File: src/rtl/led_pwm_io_if.sv
// CPU data-bus port of led_pwm_io: the same strobe/busy protocol that ram uses.
interface led_pwm_io_if;
    logic [7:0]  mem_addr;
    logic [31:0] mem_wdata;
    logic [3:0]  mem_wmask;
    logic        mem_wstrb;
    logic        mem_rstrb;
    logic [31:0] mem_rdata;
    logic        mem_rbusy;
    logic        mem_wbusy;

    modport master (
        output mem_addr, mem_wdata, mem_wmask, mem_wstrb, mem_rstrb,
        input  mem_rdata, mem_rbusy, mem_wbusy
    );

    modport slave (
        input  mem_addr, mem_wdata, mem_wmask, mem_wstrb, mem_rstrb,
        output mem_rdata, mem_rbusy, mem_wbusy
    );
endinterface

File: src/rtl/led_pwm_io.sv
// Board I/O peripheral: PWM-dimmed LEDs, an activity-counter display mode and a
// debounced user button with sticky press/release events, on the rv32i data bus.
module led_pwm_io #(
    parameter int CHANNELS      = 3,
    parameter int PWM_BITS      = 8,
    parameter int DEBOUNCE_BITS = 16,
    parameter int ACT_SHIFT     = 20,
    parameter bit ACTIVE_LOW    = 1'b1
) (
    input  logic                clk,
    input  logic                rst_n,
    led_pwm_io_if.slave         bus,
    input  logic                act_strb,
    input  logic                btn_in,
    output logic                btn_irq,
    output logic [CHANNELS-1:0] led_out
);
    localparam logic [5:0] W_CTRL   = 6'd0;
    localparam logic [5:0] W_STATUS = 6'd1;
    localparam logic [5:0] W_ACT    = 6'd2;
    localparam logic [5:0] W_DUTY0  = 6'd4;

    localparam logic [PWM_BITS-1:0] PWM_LAST = '1;
    // Level flips on the edge that would take deb_cnt to all-ones.
    localparam logic [DEBOUNCE_BITS-1:0] DEB_LAST = DEBOUNCE_BITS'((2 ** DEBOUNCE_BITS) - 2);
    localparam logic [CHANNELS-1:0] LED_OFF = {CHANNELS{ACTIVE_LOW}};

    logic [5:0]          word;
    logic [31:0]         lane_mask;
    logic                wr_ctrl;
    logic                wr_act;
    logic                wr_w1c;
    logic [CHANNELS-1:0] wr_duty;
    logic [31:0]         rd_val;
    logic [31:0]         rdata;

    logic [1:0]          ctrl;
    logic [PWM_BITS-1:0] duty   [CHANNELS];
    logic [PWM_BITS-1:0] shadow [CHANNELS];
    logic [PWM_BITS-1:0] pwm_cnt;
    logic [31:0]         act_cnt;
    logic [CHANNELS-1:0] act_bits;
    logic [CHANNELS-1:0] lit;

    logic [1:0]               sync_q;
    logic                     sync;
    logic                     level;
    logic [DEBOUNCE_BITS-1:0] deb_cnt;
    logic                     deb_done;
    logic                     rise;
    logic                     fall;
    logic                     press_seen;
    logic                     release_seen;

    assign word      = bus.mem_addr[7:2];
    assign lane_mask = {{8{bus.mem_wmask[3]}}, {8{bus.mem_wmask[2]}},
                        {8{bus.mem_wmask[1]}}, {8{bus.mem_wmask[0]}}};
    assign wr_ctrl   = bus.mem_wstrb && (word == W_CTRL);
    assign wr_act    = bus.mem_wstrb && (word == W_ACT) && (|bus.mem_wmask);
    assign wr_w1c    = bus.mem_wstrb && (word == W_STATUS) && bus.mem_wmask[0];

    assign bus.mem_rdata = rdata;
    assign bus.mem_rbusy = 1'b0;
    assign bus.mem_wbusy = 1'b0;

    // Address low bits and upper data lanes carry no state here.
    logic unused_bits;
    assign unused_bits = ^{bus.mem_addr[1:0], bus.mem_wdata, lane_mask};

    // NOTE: every always_comb assigns its outputs a default first so no path leaves
    // a variable unassigned, which would otherwise infer a latch.
    always_comb begin
        wr_duty = '0;
        for (int i = 0; i < CHANNELS; i++) begin
            wr_duty[i] = bus.mem_wstrb && (word == W_DUTY0 + 6'(i));
        end
    end

    always_comb begin
        rd_val = '0;
        case (word)
            W_CTRL:   rd_val[1:0] = ctrl;
            W_STATUS: rd_val[2:0] = {release_seen, press_seen, level};
            W_ACT:    rd_val      = act_cnt;
            default:  rd_val      = '0;
        endcase
        for (int i = 0; i < CHANNELS; i++) begin
            if (word == W_DUTY0 + 6'(i)) rd_val[PWM_BITS-1:0] = duty[i];
        end
    end

    // NOTE: sequential state uses non-blocking assignments so every flop samples the
    // pre-edge values; this is what makes a same-cycle read return the old contents.
    always_ff @(posedge clk or negedge rst_n) begin
        if (!rst_n) begin
            rdata <= '0;
            ctrl  <= '0;
            // NOTE: duty is a handful of flops, not a RAM, so it is reset like any register.
            for (int i = 0; i < CHANNELS; i++) duty[i] <= '0;
        end else begin
            if (bus.mem_rstrb) rdata <= rd_val;
            if (wr_ctrl) begin
                ctrl <= (ctrl & ~lane_mask[1:0]) | (bus.mem_wdata[1:0] & lane_mask[1:0]);
            end
            for (int i = 0; i < CHANNELS; i++) begin
                if (wr_duty[i]) begin
                    duty[i] <= (duty[i] & ~lane_mask[PWM_BITS-1:0])
                             | (bus.mem_wdata[PWM_BITS-1:0] & lane_mask[PWM_BITS-1:0]);
                end
            end
        end
    end

    // Shadow duties reload only at the period boundary, so a period is never cut short.
    always_ff @(posedge clk or negedge rst_n) begin
        if (!rst_n) begin
            pwm_cnt <= '0;
            for (int i = 0; i < CHANNELS; i++) shadow[i] <= '0;
        end else begin
            pwm_cnt <= pwm_cnt + 1'b1;
            if (pwm_cnt == PWM_LAST) begin
                for (int i = 0; i < CHANNELS; i++) shadow[i] <= duty[i];
            end
        end
    end

    always_ff @(posedge clk or negedge rst_n) begin
        if (!rst_n) begin
            act_cnt <= '0;
        end else if (wr_act) begin
            act_cnt <= '0;
        end else if (act_strb) begin
            act_cnt <= act_cnt + 32'd1;
        end
    end

    for (genvar i = 0; i < CHANNELS; i++) begin : g_act
        if (ACT_SHIFT + i < 32) begin : g_bit
            assign act_bits[i] = act_cnt[ACT_SHIFT+i];
        end else begin : g_none
            assign act_bits[i] = 1'b0;
        end
    end

    always_comb begin
        lit = '0;
        for (int i = 0; i < CHANNELS; i++) begin
            lit[i] = ctrl[1] ? act_bits[i] : (ctrl[0] && (pwm_cnt < shadow[i]));
        end
    end

    always_ff @(posedge clk or negedge rst_n) begin
        if (!rst_n) led_out <= LED_OFF;
        else        led_out <= lit ^ LED_OFF;
    end

    assign sync     = sync_q[1];
    assign deb_done = (sync != level) && (deb_cnt == DEB_LAST);
    assign rise     = deb_done && sync;
    assign fall     = deb_done && !sync;

    always_ff @(posedge clk or negedge rst_n) begin
        if (!rst_n) begin
            sync_q       <= '0;
            level        <= 1'b0;
            deb_cnt      <= '0;
            press_seen   <= 1'b0;
            release_seen <= 1'b0;
        end else begin
            sync_q <= {sync_q[0], btn_in};
            if (sync == level || deb_done) deb_cnt <= '0;
            else                           deb_cnt <= deb_cnt + 1'b1;
            if (deb_done) level <= sync;
            // A new event outranks a W1C landing on the same edge.
            press_seen   <= (press_seen   & ~(wr_w1c & bus.mem_wdata[1])) | rise;
            release_seen <= (release_seen & ~(wr_w1c & bus.mem_wdata[2])) | fall;
        end
    end

    assign btn_irq = press_seen | release_seen;
endmodule

File: src/flat_wrapper.sv
// flat-port wrapper written by rule: the top's interface ports become plain ports
module led_pwm_io_flat 
#(
    parameter int CHANNELS      = 3,
    parameter int PWM_BITS      = 8,
    parameter int DEBOUNCE_BITS = 16,
    parameter int ACT_SHIFT     = 20,
    parameter bit ACTIVE_LOW    = 1'b1
)
  (clk, rst_n, act_strb, btn_in, btn_irq, led_out, bus_mem_addr, bus_mem_wdata, bus_mem_wmask, bus_mem_wstrb, bus_mem_rstrb, bus_mem_rdata, bus_mem_rbusy, bus_mem_wbusy);
  led_pwm_io_if bus_i ();
  input  logic clk;
  input  logic rst_n;
  input  logic act_strb;
  input  logic btn_in;
  output logic btn_irq;
  output logic [CHANNELS-1:0] led_out;
  input wire logic [$bits(bus_i.mem_addr)-1:0] bus_mem_addr;
  input wire logic [$bits(bus_i.mem_wdata)-1:0] bus_mem_wdata;
  input wire logic [$bits(bus_i.mem_wmask)-1:0] bus_mem_wmask;
  input wire logic [$bits(bus_i.mem_wstrb)-1:0] bus_mem_wstrb;
  input wire logic [$bits(bus_i.mem_rstrb)-1:0] bus_mem_rstrb;
  output wire logic [$bits(bus_i.mem_rdata)-1:0] bus_mem_rdata;
  output wire logic [$bits(bus_i.mem_rbusy)-1:0] bus_mem_rbusy;
  output wire logic [$bits(bus_i.mem_wbusy)-1:0] bus_mem_wbusy;
  assign bus_i.mem_addr = bus_mem_addr;
  assign bus_i.mem_wdata = bus_mem_wdata;
  assign bus_i.mem_wmask = bus_mem_wmask;
  assign bus_i.mem_wstrb = bus_mem_wstrb;
  assign bus_i.mem_rstrb = bus_mem_rstrb;
  assign bus_mem_rdata = bus_i.mem_rdata;
  assign bus_mem_rbusy = bus_i.mem_rbusy;
  assign bus_mem_wbusy = bus_i.mem_wbusy;
  led_pwm_io #(.CHANNELS(CHANNELS), .PWM_BITS(PWM_BITS), .DEBOUNCE_BITS(DEBOUNCE_BITS), .ACT_SHIFT(ACT_SHIFT), .ACTIVE_LOW(ACTIVE_LOW)) u_core (.clk(clk), .rst_n(rst_n), .bus(bus_i), .act_strb(act_strb), .btn_in(btn_in), .btn_irq(btn_irq), .led_out(led_out));
endmodule
File: config.mk
export PLATFORM = sky130hd
export DESIGN_NAME = led_pwm_io_flat
export DESIGN_NICKNAME = d
export VERILOG_FILES = /design/src/rtl/led_pwm_io_if.sv /design/src/rtl/led_pwm_io.sv /design/src/flat_wrapper.sv
export SDC_FILE = /design/constraint.sdc
export NUM_CORES = 1
export LEC_CHECK = 0
export BUFFER_PORTS_ARGS = -buffer_cell sky130_fd_sc_hd__buf_2
export CAP_MARGIN = 20
export CORE_MARGIN = 2
export CORE_UTILIZATION = 50
export CTS_CLUSTER_SIZE = 40
export DETAILED_ROUTE_END_ITERATION = 8
export MAX_ROUTING_LAYER = met4
export PLACE_DENSITY_LB_ADDON = 0.08
export RECOVER_POWER = 100
export SETUP_SLACK_MARGIN = 0.4
export SYNTH_ARGS = -nofsm -noshare
export SYNTH_HDL_FRONTEND = slang
export SYNTH_SLANG_ARGS = --single-unit
File: constraint.sdc
create_clock -name clk -period 2.2 [get_ports clk]
set_input_delay 0.44 -clock clk [delete_from_list [all_inputs] [get_ports clk]]
set_output_delay 0.44 -clock clk [all_outputs]
set_load 0.02 [all_outputs]
==> impl_results.md <==
* Final net count at 825
* Rel. slew slack at 55.76%
* Gr ovfl total at 0
* CP arrival at approximately 2.2 ns
* Max-cap viol count at 0
* CP Capture Type: flop
* 1st-iter DRT viols at 304
* Worst min-delay path category: in -> reg
* Cells on Worst Hold Path at 1
* Post-route core utilization at between 50% and 60%
* Initial Util at slightly above 50%
* Synth top area cells: dfrtp_1 (51%), ha_1 (4.5%), xor2_1 (4.4%)
* Largest net degree at the start of global routing at 49
* Most used cell, CP: clkbuf_1
* Met2 GRT Util at 34.10%
* Largest area contributor in the netlist: dfrtp_1
* Cell area after synthesis at 7024 um2
* Tcrit/Tclk final at a little over four fifths
* Placement Cell Area at approximately 7500 um2
* Yosys warns at 0
* Residual DRC count at 0
* Clk_skew at 0.006367 ns
* Post-Place Setup Slack at 0.1813 ns
* H-tree Lvls at 4
* GRT busiest layer: met2
* Worst-Margin Slew at 0.6636 ns
* LEAKAGE at around 3.6 nW
* Slew Viols, Final at 0
* Critical path's top delay family: buffers and inverters
* Setup crit start: bus_mem_addr[5]
* Fin Hold WS at 0.1404 ns
* Setup violators final at 0
* WL final at 15300 um
* Fill count at 1211
* # placed instances at 909
* Crit path cell chain: clkbuf_1 -> nor3_4 -> clkbuf_1 -> nand2_1 -> nor4_4 -> clkbuf_1 -> mux2_2
* ANT cells at 0
* Yosys top cell area share at 50.94%
* Core area at between 10000 and 15000 um2
* R2R setup slack at between 0.3 and 0.4 ns
* Vias in the first global route at 4987
* Pwr/cell area at 747.5 nW/um2
* Worst setup SP type: primary input
* Io pins at 88
* Total Routing Usage GR at 22.73%
* WS Path Type: in -> reg
* PnR worst setup slack at 0.3482 ns
* DRT antenna net count at 0
* Crit-path slowest cell: clkbuf_1
* Clock Tree Buf Depth at 2
* Via count at around 5000
* DR vias/cell at between 5 and 6
* Area grow syn2layout at 12.65%
* Bufs and invs on worst path at 3
* Die ar. at 15010 um2
* Synth Area per Inst at 10.30 um2
* Port bufs at between 50 and 60
* Hold Violations, Final at 0
* RSZ-0062 raised after global routing: true
* Setup TNS at 0 ns
* Worst VDD drop at 0.0005366 V
* Sequential cell area fraction in the yosys report at 52.07%
* Grt met1 use at approximately 30%
* Slowest Stage Delay on Critical Path at 0.44 ns
* CP Data Required Time at 2.50 ns
* Crit path time final at around 1.9 ns
* HP Start: btn_in
* CTS sink cnt at around 150
* Die Ht at 122.5 um
* Clock latency on the worst-skew pair at 0.41 ns
* Clk slew on worst S/H paths at 0.06 ns
* M3 GR Usage at about 5.9%
* Initial antenna violation count at 0
* Post-Syn Instances at 682
* FMAX at 540.0 MHz
* Row Count at between 40 and 50
* Yosys reg bits at around 150
* Outcome: completed
* Unique cell type count in the Yosys netlist at 53
* Number of buffers created by CTS at 17
* R2R Path Start: u_core.deb_cnt[6]
* TritonRoute pass-1 iters at 5
* CTS tree: done
* R2R Path End: u_core.deb_cnt[5]
* Layout Cells excl Fill at 942
* Design area at a little under 8000 um2
* Routed WL per cell at 16.24 um
* Worst path depth at 7
* R2R depth at 5
* CTS root buffer: clkbuf_16
* Die Wd at approximately 120 um
* Layout cells sized above 1 at 11.55%
* Total power at 5.914 mW
* DP Wirelength at ~11000 um
* First-pass GRT wire length at 25340 um
* Placer Congestion at 0.8296
* Crit Path Max Fanout at 8
## area by class of cell
type / instances / area [um2] / area share [%]
flip-flops and latches: 146 / 3657 / 46.22
clock buffers: 26 / 489.2 / 6.183
multi-input cells: 447 / 2890 / 36.53
well taps: 180 / 225.2 / 2.846
clock inverters: 5 / 28.78 / 0.3637
inverters: 56 / 210.2 / 2.657
repair buffers: 82 / 411.6 / 5.202
## cells by family after synthesis
kind of cell               count (synthesis)  share of synthesized area, %
and+or+nand+nor                          232                         16.26
DFF                                      146                         52.07
AOI/OAI and AO/OA                        102                         8.710
buffers and inverters                     90                         6.145
xor gates and xnor gates                  52                         6.484
muxes                                     34                         5.825
adders and majority gates                 25                         4.453
other                                      1                       0.05339
## Yosys cell counts (all sizes together)
library cell / instances
a211oi: 4
a21boi: 1
a21o: 2
a21oi: 11
a22oi: 2
a31oi: 1
a32o: 2
a32oi: 5
and2: 1
and2b: 1
and3: 12
and4: 4
buf: 24
clkbuf: 10
conb: 1
dfrtp: 143
dfstp: 3
ha: 25
inv: 56
mux2: 31
mux2i: 3
nand2: 66
nand2b: 6
nand3: 28
nand3b: 1
nand4: 17
nand4b: 1
nor2: 74
nor2b: 2
nor3: 8
nor3b: 1
nor4: 5
nor4b: 1
o2111ai: 5
o21a: 1
o21ai: 58
o221ai: 1
o22ai: 4
o2bb2ai: 5
or2: 2
or3: 2
xnor2: 17
xor2: 35
## cells in the final DEF, fill, tap and decap left out, types with 5 or more instances in the layout
master	count
dfrtp_1	143
nand2b_1	6
a21oi_1	11
xor2_1	35
ha_1	25
nor2_1	74
clkbuf_1	51
o2111ai_1	5
mux2_1	12
mux2_2	15
clkbuf_16	17
xnor2_1	17
buf_4	9
buf_2	20
nand3_1	28
o2bb2ai_1	5
nand2_1	66
inv_1	56
o21ai_0	58
nor3_1	7
nand4_1	17
and3_1	11
a32oi_1	5
## where the power goes
part,total (mW),internal (mW),switching (mW),leakage [nW]
Clock,2.55,1.52,1.03,0.258
Combinational,0.400,0.165,0.235,1.35
Sequential,2.96,2.81,0.155,1.97
Total,5.91,4.49,1.42,3.58
## metal layers
| layer | share of wire (%) | up-vias |
|---|---|---|
| li1 | - | 2438 |
| met2 | 46 | 121 |
| met3 | 5.2 | 25 |
| met1 | 47 | 2428 |
| met5 | 0 | - |
| met4 | 2.2 | 0 |
## how the worst min path moves through the flow
stage	endpoint	slack, ns
final	u_core.sync_q[0]	0.14
after global routing	u_core.sync_q[0]	0.11
after CTS	u_core.sync_q[0]	0.12
after detailed placement	u_core.sync_q[1]	0.34
after global placement	u_core.sync_q[1]	0.34
after floorplan	async pin	0.14
## timing repair
action / 4_1_cts / 5_1_grt
hold endpoints to repair: 42 / 0
setup buffers: 0 / 1
endpoints found under the setup margin: 17 / 42
pin swaps: 0 / 0
hold buffers: 1 / 0
resized for setup: 2 / 6
Note: power is estimated with default switching activity, not from simulation.
